==> src/rtl/pedestrian_request_pkg.sv <==
// Shared definitions for the pedestrian request conditioner.
// Provides the semaphore light encodings, the request FSM state type and
// the default debounce / hold-off durations.
package semaforo_pkg;

  localparam logic [2:0] LUZ_VERDE    = 3'b001;
  localparam logic [2:0] LUZ_AMARELO  = 3'b010;
  localparam logic [2:0] LUZ_VERMELHO = 3'b100;

  typedef enum logic [1:0] {
    IDLE    = 2'd0,
    ISSUE   = 2'd1,
    WAIT    = 2'd2,
    HOLDOFF = 2'd3
  } state_t;

  localparam logic [7:0] DEB_CYCLES_DEF     = 8'd4;
  localparam logic [7:0] HOLDOFF_CYCLES_DEF = 8'd8;

  // Only the exact red one-hot code counts; illegal codes read as not red.
  function automatic logic is_red(input logic [2:0] a);
    return a == LUZ_VERMELHO;
  endfunction

endpackage

==> src/rtl/pedestrian_request_if.sv <==
// Signal bundle between the button conditioner and its surroundings.
//   bt_raw   raw push-button (asynchronous, bouncing)
//   a_state  semaphore A light, tapped from the controller
//   bt       one-cycle request pulse to the controller
//   pending  request lamp
//   presses  saturating count of accepted presses
// master drives the button / light side, slave is the conditioner.
interface pedestrian_request_if;
  logic       bt_raw;
  logic [2:0] a_state;
  logic       bt;
  logic       pending;
  logic [7:0] presses;

  modport master (output bt_raw, a_state, input bt, pending, presses);
  modport slave  (input bt_raw, a_state, output bt, pending, presses);
endinterface

==> src/rtl/pedestrian_request_debounce.sv <==
// Two-flop synchroniser followed by a debounce counter.
//   clk, rst  clock, asynchronous active-low reset
//   bt_raw    raw asynchronous button
//   deb       debounced level; changes only after DEB_CYCLES consecutive
//             synchronised samples that differ from it (both edges)
module debounce
  import semaforo_pkg::*;
#(
  parameter logic [7:0] DEB_CYCLES = DEB_CYCLES_DEF
) (
  input  logic clk,
  input  logic rst,
  input  logic bt_raw,
  output logic deb
);

  localparam logic [7:0] DEB_LAST = DEB_CYCLES - 8'd1;

  logic [1:0] sync;   // sync[0] = s1, sync[1] = s2
  logic [7:0] cnt;

  always_ff @(posedge clk or negedge rst) begin
    if (!rst) begin
      sync <= '0;
      deb  <= 1'b0;
      cnt  <= '0;
    end else begin
      sync <= {sync[0], bt_raw};
      // Any sample agreeing with the current level restarts the run.
      if (sync[1] == deb) begin
        cnt <= '0;
      end else if (cnt == DEB_LAST) begin
        deb <= sync[1];
        cnt <= '0;
      end else begin
        cnt <= cnt + 8'd1;
      end
    end
  end

endmodule

==> src/rtl/pedestrian_request.sv <==
// Pedestrian push-button conditioner feeding the traffic controller's bt.
//   clk, rst  clock, asynchronous active-low reset
//   io        slave side of pedestrian_request_if:
//             bt_raw/a_state in, bt/pending/presses out
// Each debounced rising edge is a press. From IDLE a press issues one bt
// pulse; the lamp stays lit until A is seen red, then a hold-off window
// swallows further presses. presses counts every press, in any state.
module pedestrian_request
  import semaforo_pkg::*;
#(
  parameter logic [7:0] DEB_CYCLES     = DEB_CYCLES_DEF,
  parameter logic [7:0] HOLDOFF_CYCLES = HOLDOFF_CYCLES_DEF
) (
  input logic                 clk,
  input logic                 rst,
  pedestrian_request_if.slave io
);

  localparam logic [7:0] HOLD_LAST = HOLDOFF_CYCLES - 8'd1;

  logic       deb, deb_d, press;
  state_t     state;
  logic [7:0] hcnt;
  logic [7:0] presses_q;
  logic       bt_q, pend_q;

  debounce #(.DEB_CYCLES(DEB_CYCLES)) u_deb (
    .clk    (clk),
    .rst    (rst),
    .bt_raw (io.bt_raw),
    .deb    (deb)
  );

  assign press = deb & ~deb_d;

  // Outputs are registered alongside the state so they never glitch.
  always_ff @(posedge clk or negedge rst) begin
    if (!rst) begin
      deb_d     <= 1'b0;
      state     <= IDLE;
      hcnt      <= '0;
      presses_q <= '0;
      bt_q      <= 1'b0;
      pend_q    <= 1'b0;
    end else begin
      deb_d <= deb;
      if (press && presses_q != 8'hff) presses_q <= presses_q + 8'd1;
      bt_q <= 1'b0;
      case (state)
        IDLE: if (press) begin
          state  <= ISSUE;
          bt_q   <= 1'b1;
          pend_q <= 1'b1;
        end
        ISSUE: state <= WAIT;
        WAIT: if (is_red(io.a_state)) begin
          state  <= HOLDOFF;
          hcnt   <= '0;
          pend_q <= 1'b0;
        end
        HOLDOFF: begin
          // A press on the final hold-off cycle is lost on purpose.
          if (hcnt == HOLD_LAST) state <= IDLE;
          else                   hcnt  <= hcnt + 8'd1;
        end
        default: state <= IDLE;
      endcase
    end
  end

  assign io.bt      = bt_q;
  assign io.pending = pend_q;
  assign io.presses = presses_q;

endmodule

==> src/flat_wrapper.sv <==
// flat-port wrapper written by rule: the top's interface ports become plain ports
module pedestrian_request_flat import semaforo_pkg::*;
#(
  parameter logic [7:0] DEB_CYCLES     = DEB_CYCLES_DEF,
  parameter logic [7:0] HOLDOFF_CYCLES = HOLDOFF_CYCLES_DEF
)
  (clk, rst, io_bt_raw, io_a_state, io_bt, io_pending, io_presses);
  pedestrian_request_if io_i ();
  input logic clk;
  input logic rst;
  input wire logic [$bits(io_i.bt_raw)-1:0] io_bt_raw;
  input wire logic [$bits(io_i.a_state)-1:0] io_a_state;
  output wire logic [$bits(io_i.bt)-1:0] io_bt;
  output wire logic [$bits(io_i.pending)-1:0] io_pending;
  output wire logic [$bits(io_i.presses)-1:0] io_presses;
  assign io_i.bt_raw = io_bt_raw;
  assign io_i.a_state = io_a_state;
  assign io_bt = io_i.bt;
  assign io_pending = io_i.pending;
  assign io_presses = io_i.presses;
  pedestrian_request #(.DEB_CYCLES(DEB_CYCLES), .HOLDOFF_CYCLES(HOLDOFF_CYCLES)) u_core (.clk(clk), .rst(rst), .io(io_i));
endmodule
==> config.mk <==
export PLATFORM = sky130hd
export DESIGN_NAME = pedestrian_request_flat
export DESIGN_NICKNAME = d
export VERILOG_FILES = /design/src/rtl/pedestrian_request_pkg.sv /design/src/rtl/pedestrian_request_if.sv /design/src/rtl/pedestrian_request_debounce.sv /design/src/rtl/pedestrian_request.sv /design/src/flat_wrapper.sv
export SDC_FILE = /design/constraint.sdc
export NUM_CORES = 1
export LEC_CHECK = 0
export ABC_CLOCK_PERIOD_IN_PS = 1900
export BUFFER_PORTS_ARGS = -buffer_cell sky130_fd_sc_hd__buf_2
export CAP_MARGIN = 0
export CORE_ASPECT_RATIO = 1.5
export CORE_UTILIZATION = 35
export DETAILED_ROUTE_END_ITERATION = 8
export MAX_ROUTING_LAYER = met4
export PLACE_DENSITY = 0.62
export SLEW_MARGIN = 0
export SYNTH_ARGS = -nofsm -noshare
export SYNTH_HDL_FRONTEND = slang
export SYNTH_SLANG_ARGS = --single-unit
==> constraint.sdc <==
create_clock -name clk -period 1.9 [get_ports clk]
set_input_delay 0.38 -clock clk [delete_from_list [all_inputs] [get_ports clk]]
set_output_delay 0.38 -clock clk [all_outputs]
set_load 0.01 [all_outputs]
==> out/metrics.csv, run 1 <==
metric;value;unit
min_path_type;in2async;
fp.coreArea;4245;µm²
fillers;391;
cts_max_level;2;
dp_hpwl;2.286;mm
grt_pass1_vias;1199;
max-cap-violations;0;
worstRegToRegCells;4;
yosysWarnings;0;
routed_wl;3.015;mm
start_util;36.81;%
dp_cells;206;
fin_skew;4.361;ps
syn-num-nets;155;
clock_latency;280;ps
cts-root-buf;clkbuf_8;
finalSetupTns;0;ps
track_usage;15.25;%
die_y;83.84;µm
sw_frac_of_total;36.93;%
holdBufCountCts;0;
antenna_found_initial;0;
final_area;1828;µm²
rows;29;
maxSlewViolCount;0;
cts_tree;yes;
ys_ff_latch;32;
rsz0062_at_grt;no;
vdd_drop_max;0.0009339;V
area_growth;16.97;%
slew_headroom;54.90;%
critical_path.max_fanout;6;
io_buffers;15;
whs;134.7;ps
gp_congestion;0.8500;
final_cell_mix;dfrtp_1 (32), buf_2 (15), nor2_1 (11);
drtIter0Drc;14;
setup_viol;0;
drtPass1Iterations;4;
boundaryPins;16;
clkPwrFrac;21.4;%
drc_errors;0;
dieArea;4742;µm²
cts_num_sinks;32;
synthCells;141;
timing.rr.end;u_core.state[1];
cts_made_buffers;5;
syn_area_per_cell;11.08;µm²
ys_seq_area_share;51.24;%
cp.required;2070;ps
arrival;1890;ps
combPwrFrac;37.8;%
final_common_cell;dfrtp_1;
wl_per_cell;14.09;µm
start_kind;flop;
r2r_slack;170;ps
vias_per_cell;5.262;
period_minus_slack;1727;ps
place_area;1729;µm²
ant_nets;0;
via_count;1126;
grt_overflow;0;
post-cts-setup-buffers;0;
netlist_area;1563;µm²
crit_type;reg2reg;
r2r_start;u_core.hcnt[4];
synth.distinct_cells;35;
antenna_cells;0;
p_sw;916.1;µW
max_slew.worst_pin.slew;676.5;ps
p_seq_share;40.9;%
p_per_area;1357;nW/µm²
status;completed;
end_kind;flop;
die_w;56.56;µm
final_nets;181;
period_share;90.87;%
cts_buffer_depth;2;
drive_gt1_share;24.40;%
clkTransAtPathRegs;70;ps
p_int;1.564;mW
max_freq;0.5792;GHz
grt_max_degree;33;
finalHoldViolCount;0;
grt_pass1_wl;5.402;mm
fin_cells;214;
p_leak;0.8850;nW
==> flip-flops by register name, summed over array words and instances, names as in the netlist <==
signal	cells
u_core.u_deb.cnt	8
u_core.io.presses	8
u_core.u_deb.deb	1
u_core.io.pending	1
u_core.state	2
u_core.hcnt	8
u_core.deb_d	1
u_core.u_deb.sync	2
u_core.io.bt	1
==> worst max-delay path, stage by stage (launching register included) <==
cell,delay (ps)
dfrtp_1,420
or4_4,560
nor3_4,190
o211ai_2,140
mux2_4,310
==> area by class of cell <==
| cell class | instances | area, µm² | area share [%] |
|---|---|---|---|
| clock inverter | 2 | 10.01 | 0.5476 |
| clock buffer | 6 | 82.58 | 4.517 |
| inverter | 7 | 26.28 | 1.437 |
| multi-input combinational | 101 | 738.2 | 40.38 |
| timing repair buffer | 20 | 112.6 | 6.160 |
| tap | 46 | 57.56 | 3.149 |
| sequential | 32 | 800.8 | 43.81 |
==> logic make-up after synthesis <==
family          share of synthesized area (%)
compound gates                          9.128
fa+ha+maj                               6.405
buf+inv                                 1.922
simple gates                            18.18
mux                                     5.284
xor+xnor                                7.846
flops                                   51.24
==> per-layer routing <==
metal / global-route usage, % / part of all wire (%) / vias to the layer above
met5: - / 0 / -
met1: 15.63 / 39 / 548
met3: 3.566 / 3.1 / 9
met4: 8.647 / 2.6 / 0
li1: - / - / 544
met2: 26.10 / 55 / 25
==> what timing repair did <==
item | in CTS | in global routing
hold endpoints to repair | 0 | 0
endpoints found under the setup margin | 0 | 1
gates resized for setup | 0 | 1
==> power groups by stage <==
stage | sequential, mW | combinational (mW) | clock (mW)
2_1_floorplan | 1.02 | 0.612 | 0
5_1_grt | 1.04 | 1.05 | 0.575
3_3_place_gp | 1.01 | 0.908 | 0
3_5_place_dp | 1.02 | 0.944 | 0
4_1_cts | 1.01 | 0.944 | 0.548
6_report | 1.01 | 0.937 | 0.530
==> cell usage after synthesis, drive strengths merged <==
master	count	area (µm²)
dfrtp	32	800.8
nor2	11	41.29
nand2	10	37.54
nand3	10	50.05
and3	9	58.80
a31oi	8	50.05
ha	8	100.1
xor2	8	70.07
inv	7	26.28
xnor2	6	52.55
nand2b	5	33.78
mux2	4	52.55
mux2i	3	30.03
o21ai	3	15.01
a21oi	2	13.76
nor3	2	21.27
or4	2	18.77
a21boi	1	7.510
a311oi	1	8.760
clkbuf	1	3.750
nand4	1	6.260
nor3b	1	7.510
nor4b	1	8.760
o211ai	1	12.51
o21a	1	7.510
o21ba	1	10.01
o2bb2ai	1	8.760
o41ai	1	8.760
==> worst max-delay path by stage <==
stage | start | endpoint | slack (ps)
3_3_place_gp | u_core.hcnt[4] | u_core.state[1] | 200
5_1_grt | u_core.state[0] | u_core.hcnt[0] | 120
2_1_floorplan | u_core.io.presses[0] | u_core.io.presses[1] | 200
3_5_place_dp | u_core.io.presses[0] | u_core.io.presses[7] | 120
4_1_cts | u_core.io.presses[0] | u_core.io.presses[7] | 110
6_report | u_core.hcnt[4] | u_core.state[1] | 170
==> per-stage QoR <==
step	total power [mW]	util, %	setup slack, ps
2_1_floorplan	1.629	-	198.7
3_3_place_gp	1.913	40.73	204.8
3_5_place_dp	1.964	40.73	122.5
4_1_cts	2.506	42.91	110.0
5_1_grt	2.669	43.06	115.5
6_report	2.480	43.06	173.4
Note: power is estimated with default switching activity, not from simulation.
==> run 2: changes to the inputs <==
--- a/config.mk
+++ b/config.mk
@@ -5,6 +5,7 @@
 export SDC_FILE = /design/constraint.sdc
 export NUM_CORES = 1
 export LEC_CHECK = 0
+export ABC_AREA = 1
 export ABC_CLOCK_PERIOD_IN_PS = 1900
 export BUFFER_PORTS_ARGS = -buffer_cell sky130_fd_sc_hd__buf_2
 export CAP_MARGIN = 0
==> run 2 against run 1 <==
  * Clock skew rose by 1.4 ps
  * Flip-flop and latch count did not move
  * Register-to-register slack improved by 220 ps
  * Core utilization fell by 0.62 points
  * Synthesized cell count rose by 48%
  * Clock power rose by 17%
  * Final area rose by 7.2%
  * Cell count rose by 37%
  * Wire length fell by 5.0%
  * Worst hold slack improved by 6.8 ps
  * Area after synthesis rose by 10%
  * Fmax rose by 15%
==> out/metrics.csv, run 2 <==
metric;value;unit;change
fin_util;42.44;%;-0.62 points
synth_top_area_share;46.55;%;-4.7 points
die_y;87.87;µm;+4.8%
r2r_slack;390;ps;+220 ps
crit_type;reg2reg;;
slowest_delay;410;ps;-150 ps
vdd_drop_max;0.0004019;V;-57%
clkTransAtPathRegs;70;ps;about the same
ys_ff_latch;32;;unchanged
min_path_type;in2async;;
ys_seq_area_share;46.55;%;-4.7 points
gp_congestion;0.7971;;-6.2%
p_leak;0.9705;nW;+9.7%
io_buffers;15;;unchanged
drtIter0Drc;56;;+42
synth.largest_area_cell;dfrtp_1;;
wl_met1;1.305;mm;+9.8%
max-cap-violations;0;;unchanged
post-cts-setup-buffers;0;;unchanged
crit_family;simple AND/OR/NAND/NOR gates;;
syn_area_per_cell;8.271;µm²;-25%
grt_pass1_vias;1193;;-0.50%
synthMostInstantiatedCell;nand2_1;;
routed_wl;2.864;mm;-5.0%
drtPass1Iterations;4;;unchanged
period_share;79.26;%;-12 points
cts_made_buffers;5;;unchanged
end_kind;flop;;
area_growth;13.89;%;
fin_skew;5.759;ps;+1.398 ps
dp_hpwl;2.142;mm;-6.3%
max_freq;0.6641;GHz;+15%
fp.coreArea;4617;µm²;+8.8%
start_util;37.26;%;+0.45 points
wl_per_cell;9.775;µm;-31%
r2r_start;u_core.state[1];;
netlist_top_cells_area;dfrtp_1 (47%), nand2_1 (14%), ha_1 (5.8%), inv_1 (4.8%), nand3_1 (4.4%);;
cp_num_buf_inv;0;;unchanged
antenna_cells;0;;unchanged
synth_ff_type;dfrtp_1;;
max_slew.worst_pin.slew;692.9;ps;+16.37 ps
holdBufCountCts;0;;unchanged
path_cells;ha_1, or2_2, nand3_4, nand2_1, o21ai_1;;
timing.rr.end;u_core.hcnt[4];;
netlist_area;1720;µm²;+10%
finalSetupTns;0;ps;unchanged
start_kind;flop;;
grt_max_degree;33;;unchanged
maxSlewViolCount;0;;unchanged
final_cell_mix;nand2_1 (64), dfrtp_1 (32), inv_1 (22);;
finalHoldViolCount;0;;unchanged
syn-num-nets;222;;+43%
cts_max_level;2;;unchanged
cts_buffer_depth;2;;unchanged
arrival;1710;ps;-180 ps
slowest_stage;dfrtp_1;;
boundaryPins;16;;unchanged
yosysWarnings;0;;unchanged
final_nets;242;;+34%
total_power;2.368;mW;-4.5%
highest_layer;met4;;
synth_edf_count;0;;unchanged
wl_met2;1.410;mm;-15%
antenna_found_initial;0;;unchanged
clock_latency;280;ps;about the same
synth_common_cells;nand2_1 (64), dfrtp_1 (32), inv_1 (22);;
period_minus_slack;1506;ps;-220.7 ps
final_common_cell;nand2_1;;
track_usage;13.06;%;-2.2 points
cts_resized;0;;unchanged
setup_viol;0;;unchanged
p_per_area;1208;nW/µm²;-11%
cts-root-buf;clkbuf_8;;
cp.required;2100;ps;+30 ps
rows;30;;+3.4%
vias_per_cell;4.433;;-16%
worstRegToRegCells;5;;+1
drive_gt1_share;14.85;%;-9.6 points
synthCells;208;;+48%
fillers;488;;+25%
critical_path.max_fanout;16;;+10
slew_headroom;53.81;%;-1.1 points
drc_errors;0;;unchanged
cts_tree;yes;;
cts_num_sinks;32;;unchanged
synth.distinct_cells;29;;-17%
grt_overflow;0;;unchanged
dr_wl_met3;81;µm;-12%
status;completed;;
via_count;1299;;+15%
grt_pass1_wl;4.857;mm;-10%
dieArea;5206;µm²;+9.8%
die_w;59.25;µm;+4.7%
ant_nets;0;;unchanged
rsz0062_at_grt;no;;
synthArstFlopShare;100.0;%;unchanged
## run 2: final cells by class
class / instances / area, µm² / area share, %
Tap cell: 64 / 80.08 / 4.087
Clock buffer: 6 / 72.57 / 3.704
Sequential cell: 32 / 800.8 / 40.87
Timing Repair Buffer: 16 / 82.58 / 4.215
Inverter: 22 / 82.58 / 4.215
Multi-Input combinational cell: 151 / 805.8 / 41.12
Clock inverter: 2 / 35.03 / 1.788
## run 2: report_power, final
group          switching, mW  total, mW  internal [mW]
combinational          0.492      0.793          0.301
sequential             0.132      0.954          0.822
clock                  0.232      0.621          0.389
## run 2: routing by layer
| metal | vias to the layer above | track usage (%) |
|---|---|---|
| met1 | 574 | 13.12 |
| li1 | 702 | - |
| met4 | 0 | 7.792 |
| met5 | - | - |
| met3 | 5 | 3.988 |
| met2 | 18 | 21.76 |
## run 2: worst max path at each step
stage / cells past startpoint / from / slack, ps / endpoint
6_report: 5 / u_core.state[1] / 390 / u_core.hcnt[4]
3_3_place_gp: 5 / u_core.state[1] / 420 / u_core.hcnt[6]
5_1_grt: 5 / u_core.state[1] / 270 / u_core.hcnt[0]
2_1_floorplan: 7 / u_core.state[0] / 550 / u_core.hcnt[6]
4_1_cts: 5 / u_core.state[1] / 370 / u_core.hcnt[4]
3_5_place_dp: 5 / u_core.state[1] / 380 / u_core.hcnt[2]
## run 2: cells by family after synthesis
kind of cell / share of synthesized area (%)
buffers and inverters: 6.618
and+or+nand+nor: 30.04
xor gates and xnor gates: 4.581
adders and majority gates: 5.818
AOI/OAI and AO/OA: 6.400
DFF: 46.55
## run 2: stage by stage
stage	worst slack (ps)	std cells	cell area, µm²	hold slack (ps)
after floorplan	548.1	208	1720	84.41
after global placement	417.5	285	1852	332.9
after detailed placement	384.9	285	1852	349.1
after CTS	372.5	293	1959	161.6
after global routing	266.5	293	1959	195.9
final	394.1	293	1959	141.4
## run 2: worst register-to-register path, cell delays in order, from the launching register on
cell     delay, ps
dfrtp_1        410
ha_1           320
or2_2          360
nand3_4        190
nand2_1         80
o21ai_1         80
